## config.mk

```make
export PLATFORM = sky130hd
export DESIGN_NAME = fetch_stage_flat
export DESIGN_NICKNAME = d
export VERILOG_FILES = /design/src/rtl/riscv_fetch_pkg.sv /design/src/rtl/fetch_stage_if.sv /design/src/rtl/fetch_fifo.sv /design/src/rtl/fetch_stage.sv /design/src/flat_wrapper.sv
export SDC_FILE = /design/constraint.sdc
export NUM_CORES = 1
export LEC_CHECK = 0
export CAP_MARGIN = 0
export CORE_UTILIZATION = 30
export CTS_CLUSTER_DIAMETER = 40
export DETAILED_ROUTE_END_ITERATION = 10
export GPL_ROUTABILITY_DRIVEN = 0
export HOLD_SLACK_MARGIN = 0.15
export SYNTH_ARGS = -nofsm -noshare
export SYNTH_HDL_FRONTEND = slang
export SYNTH_SLANG_ARGS = --single-unit
```

## constraint.sdc

```tcl
create_clock -name clk -period 3.4 [get_ports clk]
set_input_delay 0.68 -clock clk [delete_from_list [all_inputs] [get_ports clk]]
set_output_delay 0.68 -clock clk [all_outputs]
set_load 0.05 [all_outputs]
```

## src/rtl/riscv_fetch_pkg.sv

```systemverilog
// Shared types and constants for the instruction-fetch slice.
// No logic; imported by the fetch stage, its queue and its interface.
// Entries carry the PC alongside the instruction word.
package riscv_fetch_pkg;
    localparam int XLEN = 32;
    localparam logic [XLEN-1:0] NOP_INSTR = 32'h0000_0013;

    typedef enum logic [1:0] {
        BOOT  = 2'd0,
        RUN   = 2'd1,
        DRAIN = 2'd2
    } fetch_state_t;

    typedef struct packed {
        logic [XLEN-1:0] pc;
        logic [XLEN-1:0] instr;
    } fetch_entry_t;

    function automatic logic [XLEN-1:0] align_word(input logic [XLEN-1:0] addr);
        return {addr[XLEN-1:2], 2'b00};
    endfunction
endpackage

```

## src/rtl/fetch_stage_if.sv

```systemverilog
// Fetch stage boundary: imem request/response, redirect, and decode handshake.
// master = fetch stage side, slave = memory/decode/branch environment side.
// Request and decode channels are valid/ready; responses are never backpressured.
interface fetch_stage_if;
    import riscv_fetch_pkg::*;

    logic            imem_req_valid;
    logic            imem_req_ready;
    logic [XLEN-1:0] imem_req_addr;
    logic            imem_rsp_valid;
    logic [XLEN-1:0] imem_rsp_data;
    logic            redirect_valid;
    logic [XLEN-1:0] redirect_pc;
    logic            dec_valid;
    logic            dec_ready;
    logic [XLEN-1:0] dec_instr;
    logic [XLEN-1:0] dec_pc;

    modport master (
        output imem_req_valid, imem_req_addr, dec_valid, dec_instr, dec_pc,
        input  imem_req_ready, imem_rsp_valid, imem_rsp_data,
        input  redirect_valid, redirect_pc, dec_ready
    );

    modport slave (
        input  imem_req_valid, imem_req_addr, dec_valid, dec_instr, dec_pc,
        output imem_req_ready, imem_rsp_valid, imem_rsp_data,
        output redirect_valid, redirect_pc, dec_ready
    );
endinterface

```

## src/rtl/fetch_fifo.sv

```systemverilog
// Show-ahead synchronous FIFO with flush and occupancy count.
// Latency: a push is visible at the head the cycle after it is written.
// Backpressure: none internally; the producer must respect count (overflow asserts).
module fetch_fifo #(
    parameter int DEPTH = 4,
    parameter int WIDTH = 64
) (
    input  logic                     clk,
    input  logic                     rst_n,
    input  logic                     push,
    input  logic [WIDTH-1:0]         push_dat,
    input  logic                     pop,
    input  logic                     flush,
    output logic [WIDTH-1:0]         head_dat,
    output logic                     empty,
    output logic [$clog2(DEPTH):0]   count
);
    localparam int AW = $clog2(DEPTH);
    localparam logic [AW:0] FULL_CNT = (AW+1)'(DEPTH);

    logic [WIDTH-1:0] mem [DEPTH];
    logic [AW-1:0]    rd_ptr;
    logic [AW-1:0]    wr_ptr;
    logic             full;
    logic             do_push;
    logic             do_pop;

    assign empty   = (count == '0);
    assign full    = (count == FULL_CNT);
    assign do_pop  = pop && !empty;
    assign do_push = push && (!full || do_pop);

    always_ff @(posedge clk or negedge rst_n) begin
        if (!rst_n) begin
            rd_ptr <= '0;
            wr_ptr <= '0;
            count  <= '0;
        end else if (flush) begin
            rd_ptr <= '0;
            wr_ptr <= '0;
            count  <= '0;
        end else begin
            if (do_push) wr_ptr <= wr_ptr + AW'(1);
            if (do_pop)  rd_ptr <= rd_ptr + AW'(1);
            count <= count + (AW+1)'(do_push) - (AW+1)'(do_pop);
        end
    end

    always_ff @(posedge clk) begin
        if (do_push && !flush) mem[wr_ptr] <= push_dat;
    end

    assign head_dat = mem[rd_ptr];

    a_no_overflow: assert property (@(posedge clk) disable iff (!rst_n)
        !(push && full && !do_pop && !flush));
endmodule

```

## src/rtl/fetch_stage.sv

```systemverilog
// Instruction fetch: PC, credit-limited imem requests, PC-tagged queue to decode, redirect flush.
// Latency: response to dec_valid 1 cycle; 0 cycles via empty-queue bypass when FETCH_BYPASS_EN is defined.
// Backpressure: dec_ready low fills the queue, then credits stop new imem requests.
module fetch_stage
    import riscv_fetch_pkg::*;
#(
    parameter logic [XLEN-1:0] RESET_PC   = 32'h0000_0000,
    parameter int              FIFO_DEPTH = 4
) (
    input  logic          clk,
    input  logic          rst_n,
    fetch_stage_if.master bus
);
    localparam int CW = $clog2(FIFO_DEPTH) + 1;
    localparam logic [CW:0]  CREDITS  = (CW+1)'(FIFO_DEPTH);
    localparam logic [1:0]   ST_BOOT  = 2'(BOOT);
    localparam logic [1:0]   ST_RUN   = 2'(RUN);
    localparam logic [1:0]   ST_DRAIN = 2'(DRAIN);

    logic [1:0]      state, state_next;
    logic [XLEN-1:0] fetch_pc;
    logic [XLEN-1:0] rsp_pc;
    logic [CW-1:0]   outstanding, out_next;
    logic [CW-1:0]   discard, discard_next;
    logic [CW-1:0]   fifo_count;
    logic            fifo_empty;
    fetch_entry_t    fifo_head, rsp_entry, dec_entry;
    logic            redirect, req_fire, rsp_live, byp_vld, push, pop, dec_vld;

    assign redirect = bus.redirect_valid;
    assign bus.imem_req_valid = (state != ST_BOOT) &&
                                (({1'b0, fifo_count} + {1'b0, outstanding}) < CREDITS);
    assign bus.imem_req_addr  = fetch_pc;
    assign req_fire = bus.imem_req_valid && bus.imem_req_ready;

    // A response in a redirect cycle belongs to the old path even when discard is 0.
    assign rsp_live  = bus.imem_rsp_valid && (discard == '0) && !redirect;
    assign rsp_entry = '{pc: rsp_pc, instr: bus.imem_rsp_data};

`ifdef FETCH_BYPASS_EN
    assign byp_vld   = fifo_empty && rsp_live;
    assign push      = rsp_live && !(byp_vld && bus.dec_ready);
    assign dec_entry = fifo_empty ? rsp_entry : fifo_head;
`else
    assign byp_vld   = 1'b0;
    assign push      = rsp_live;
    assign dec_entry = fifo_head;
`endif

    assign dec_vld       = !fifo_empty || byp_vld;
    assign pop           = !fifo_empty && bus.dec_ready && !redirect;
    assign bus.dec_valid = dec_vld;
    assign bus.dec_instr = dec_vld ? dec_entry.instr : NOP_INSTR;
    assign bus.dec_pc    = dec_vld ? dec_entry.pc    : '0;

    assign out_next = outstanding + CW'(req_fire) - CW'(bus.imem_rsp_valid);

    always_comb begin
        discard_next = discard;
        if (redirect)
            discard_next = out_next;
        else if (bus.imem_rsp_valid && (discard != '0))
            discard_next = discard - CW'(1);
    end

    always_comb begin
        state_next = state;
        if (redirect)
            state_next = (out_next != '0) ? ST_DRAIN : ST_RUN;
        else if (state == ST_BOOT)
            state_next = ST_RUN;
        else if ((state == ST_DRAIN) && (discard_next == '0))
            state_next = ST_RUN;
    end

    always_ff @(posedge clk or negedge rst_n) begin
        if (!rst_n) begin
            state       <= ST_BOOT;
            fetch_pc    <= RESET_PC;
            rsp_pc      <= RESET_PC;
            outstanding <= '0;
            discard     <= '0;
        end else begin
            state       <= state_next;
            outstanding <= out_next;
            discard     <= discard_next;
            if (redirect) begin
                fetch_pc <= align_word(bus.redirect_pc);
                rsp_pc   <= align_word(bus.redirect_pc);
            end else begin
                if (req_fire) fetch_pc <= fetch_pc + 32'd4;
                if (rsp_live) rsp_pc   <= rsp_pc + 32'd4;
            end
        end
    end

    fetch_fifo #(
        .DEPTH (FIFO_DEPTH),
        .WIDTH ($bits(fetch_entry_t))
    ) u_fifo (
        .clk      (clk),
        .rst_n    (rst_n),
        .push     (push),
        .push_dat (rsp_entry),
        .pop      (pop),
        .flush    (redirect),
        .head_dat (fifo_head),
        .empty    (fifo_empty),
        .count    (fifo_count)
    );
endmodule

```

## src/flat_wrapper.sv

```systemverilog
// flat-port wrapper written by rule: the top's interface ports become plain ports
module fetch_stage_flat import riscv_fetch_pkg::*;
#(
    parameter logic [XLEN-1:0] RESET_PC   = 32'h0000_0000,
    parameter int              FIFO_DEPTH = 4
)
  (clk, rst_n, bus_imem_req_valid, bus_imem_req_addr, bus_dec_valid, bus_dec_instr, bus_dec_pc, bus_imem_req_ready, bus_imem_rsp_valid, bus_imem_rsp_data, bus_redirect_valid, bus_redirect_pc, bus_dec_ready);
  fetch_stage_if bus_i ();
  input  logic clk;
  input  logic rst_n;
  output wire logic [$bits(bus_i.imem_req_valid)-1:0] bus_imem_req_valid;
  output wire logic [$bits(bus_i.imem_req_addr)-1:0] bus_imem_req_addr;
  output wire logic [$bits(bus_i.dec_valid)-1:0] bus_dec_valid;
  output wire logic [$bits(bus_i.dec_instr)-1:0] bus_dec_instr;
  output wire logic [$bits(bus_i.dec_pc)-1:0] bus_dec_pc;
  input wire logic [$bits(bus_i.imem_req_ready)-1:0] bus_imem_req_ready;
  input wire logic [$bits(bus_i.imem_rsp_valid)-1:0] bus_imem_rsp_valid;
  input wire logic [$bits(bus_i.imem_rsp_data)-1:0] bus_imem_rsp_data;
  input wire logic [$bits(bus_i.redirect_valid)-1:0] bus_redirect_valid;
  input wire logic [$bits(bus_i.redirect_pc)-1:0] bus_redirect_pc;
  input wire logic [$bits(bus_i.dec_ready)-1:0] bus_dec_ready;
  assign bus_imem_req_valid = bus_i.imem_req_valid;
  assign bus_imem_req_addr = bus_i.imem_req_addr;
  assign bus_dec_valid = bus_i.dec_valid;
  assign bus_dec_instr = bus_i.dec_instr;
  assign bus_dec_pc = bus_i.dec_pc;
  assign bus_i.imem_req_ready = bus_imem_req_ready;
  assign bus_i.imem_rsp_valid = bus_imem_rsp_valid;
  assign bus_i.imem_rsp_data = bus_imem_rsp_data;
  assign bus_i.redirect_valid = bus_redirect_valid;
  assign bus_i.redirect_pc = bus_redirect_pc;
  assign bus_i.dec_ready = bus_dec_ready;
  fetch_stage #(.RESET_PC(RESET_PC), .FIFO_DEPTH(FIFO_DEPTH)) u_core (.clk(clk), .rst_n(rst_n), .bus(bus_i));
endmodule
```

==> impl_metrics.ini, run 1 <==
[power_and_ir_drop]
leakagePower_nw = 6.24
power_density_mw_per_mm2 = 820
p_total_mw = 14.7
ir_worst_vdd_uv = 503

[routing]
detail-route-antenna-nets = 0
vias = 7839
wl_per_cell_um = 18.9
drt-pass1-iter-count = 4
drt_iter0_drc = 494
finalWirelength_um = 31600
viasPerCell = 4.68
drc = 0

[finish]
n_antenna_cell = 0
final_util_pct = 39.6
nets = 1120
drive_gt1_share_pct = 27.0
fin_cells = 1676
final_cell_area_mm2 = 0.0179
area_growth_pct = 30.3

[synthesis]
yosysTopAreaCell = edfxtp_1
ys_warn_count = 0
synth-async-reset-ratio_pct = 23.2
post-synth-top-area-fraction_pct = 54.2
ys.flop_type = edfxtp_1
ys_types = 61
synthTopCellsByArea = edfxtp_1 54%, dfrtp_1 14%, mux4_2 10%, and2_1 3.0%, xnor2_1 2.5%
synth_seq_cells = 323
synth_area_mm2 = 0.0137
syn_avg_cell_area_um2 = 16.4
synth_common_cells = 248 x edfxtp_1, 75 x dfrtp_1, 66 x and2_1
yosysMostFrequentCell = edfxtp_1
synth_edf_count = 248
syn-instance-count = 836
yosysSeqAreaShare_pct = 67.8

[clock_tree]
clk_pin_slew_ps = 50
clockBufferDepth = 3
cts_root_buffer = clkbuf_16
insertion_delay_ps = 570
cts_buffers = 51
cts_hold_buf = 0
htreeDepth = 2
ctsResizeCount = 0
cts.sinks = 323
cts_tree = yes
postCtsSetupRepairBufs = 0

[critical_path]
endpoint_kind = output pin
reg2reg_slack_ps = 590
crit_family = buffers and inverters
path_buf_inv = 1
crit_cells = 4
slowest_stage = clkdlybuf4s50_1
worstPathMaxFanout = 4
worst_ep_required_time_ps = 2720
crit-reg2reg-launch = u_core.u_fifo.count[2]$_DFF_PN0_
startpoint = u_core.u_fifo.count[2]$_DFF_PN0_
worstSetupEndpoint = bus_imem_req_valid
cpPeakStageDelay_ps = 820
start_kind = flop
regToRegEndpoint = u_core.state[0]$_DFFE_PN0P_
reg2reg_depth = 9
arrival_ps = 2580
cp_cell_sequence = ha_1 -> nor3_1 -> o211a_1 -> clkdlybuf4s50_1
crit_type = flop to output pin

[timing]
maxSlewViolCount = 0
finClkSkew_ps = 15.8
whs_ps = 227
relSlewSlack_pct = 41.8
fmax_mhz = 307
worst_pin_slew_ps = 874
setup_violations = 0
rsz0062_at_grt = no
hold_violations = 0
fin_ws_ps = 138
finalCritPeriodShare_pct = 95.9
finalSetupTns_ps = 0
finalCriticalPeriod_ps = 3260

[floorplan]
io_pins = 168
die-area_mm2 = 0.0467
die_w_um = 216
initial_core_util_pct = 30.4
fp-row-count = 78
dieHeight_um = 216
coreArea_mm2 = 0.0453

[global_route]
grt_pass1_wl_um = 49200
grt_pass1_vias = 8215
grt_usage_pct = 13.9
grt_max_degree = 62
grt_antenna_before_repair = 0
grt-ovfl-total = 0

[job]
drv_cap = 0

[place]
hpwlAfterDp_um = 20500
place.port_buffers = 161
dpl_cell_area_mm2 = 0.0161
pre_cts_ws_ps = 323
placed_cells = 1581

[hold_path]
hp-class = input port to asynchronous set/reset pin

[run_status]
status = completed
-- worst reg2reg max path: cells and delay by family, from the launching register on --
kind	cells	cell delay (ps)
adders and majority gates	3	990
AOI/OAI and AO/OA	2	560
and+or+nand+nor	3	490
DFF	1	420
buffers and inverters	1	280
-- area by class of cell --
class                      count  area (um2)
sequential                   323        9330
tap                          600         751
fill                        4265       27400
inverter                      24        90.1
clock buffer                  56        1340
timing repair buffer         186        1820
multi-input combinational    448        4130
clock inverter                39         447
-- worst min-delay path by stage --
stage / start / end / slack (ps) / cells past startpoint
CTS: rst_n / u_core.rsp_pc[26]$_DFFE_PN0N_ / 220 / 1
floorplan: rst_n / u_core.bus.imem_req_addr[10]$_DFFE_PN0N_ / 380 / 0
detailed placement: u_core.rsp_pc[28]$_DFFE_PN0N_ / u_core.u_fifo.mem[2][60]$_DFFE_PP_ / 560 / 0
global route: rst_n / u_core.bus.imem_req_addr[26]$_DFFE_PN0N_ / 280 / 1
finish: rst_n / u_core.bus.imem_req_addr[26]$_DFFE_PN0N_ / 230 / 1
global placement: u_core.u_fifo.wr_ptr[0]$_DFFE_PN0P_ / u_core.u_fifo.wr_ptr[0]$_DFFE_PN0P_ / 540 / 1
-- cell usage in the layout, fill, tap and decap left out, types with 6 or more instances in the layout --
cell type	instances
buf_4	73
buf_12	15
clkinv_4	8
nand3_1	19
edfxtp_1	248
nor3_1	14
and2_1	62
nand2_1	31
nor4_1	6
inv_1	22
mux2_2	29
dfrtp_1	73
mux4_2	62
nand4_1	23
a21oi_1	11
or3_1	6
a31oi_1	9
nor2_1	27
bufinv_16	6
clkbuf_16	53
clkdlybuf4s50_1	97
clkinvlp_4	10
o21ai_0	8
and3_1	9
ha_1	14
xor2_1	10
xnor2_1	40
-- layer usage --
layer | wire, um | part of all wire (%) | global-route usage [%] | vias up
li1 | - | - | - | 3618
met1 | 14800 | 47 | 19.5 | 3951
met2 | 14500 | 46 | 21.1 | 218
met3 | 1590 | 5.0 | 2.95 | 52
met4 | 690 | 2.2 | 5.02 | 0
met5 | 0 | 0 | 0 | -
-- logic make-up (layout without fill, tap and decap cells) --
family                     after synthesis  in the layout  synth area share [%]
xor gates and xnor gates                50             50                  3.19
muxes                                   95             95                  12.8
AOI/OAI and AO/OA                       51             51                  2.48
adders and majority gates               16             16                  1.57
and+or+nand+nor                        232            232                  9.79
buffers and inverters                   68            305                  2.31
other                                    1              4                0.0273
DFF                                    323            323                  67.8
-- sequential cells by signal, indices dropped and copies added, names as in the netlist --
signal,cells
u_core.u_fifo.mem,248
u_core.bus.imem_req_addr,30
u_core.rsp_pc,30
u_core.discard,3
u_core.outstanding,3
u_core.u_fifo.count,3
u_core.state,2
u_core.u_fifo.rd_ptr,2
u_core.u_fifo.wr_ptr,2
-- where the power goes --
| group | switching (mW) | leakage, nW | internal (mW) |
|---|---|---|---|
| registers | 0.300 | 3.10 | 4.51 |
| logic | 2.91 | 2.30 | 1.65 |
| clock network | 1.95 | 0.842 | 3.35 |
| total | 5.17 | 6.24 | 9.51 |
(Power assumes the default switching activity.)
==> inputs of run 2 (changes only) <==
--- a/config.mk
+++ b/config.mk
@@ -5,7 +5,6 @@
 export SDC_FILE = /design/constraint.sdc
 export NUM_CORES = 1
 export LEC_CHECK = 0
-export CAP_MARGIN = 0
 export CORE_UTILIZATION = 30
 export CTS_CLUSTER_DIAMETER = 40
 export DETAILED_ROUTE_END_ITERATION = 10
==> results of run 2 <==
The final DEF is identical to that of run 1; final timing and power are the same.
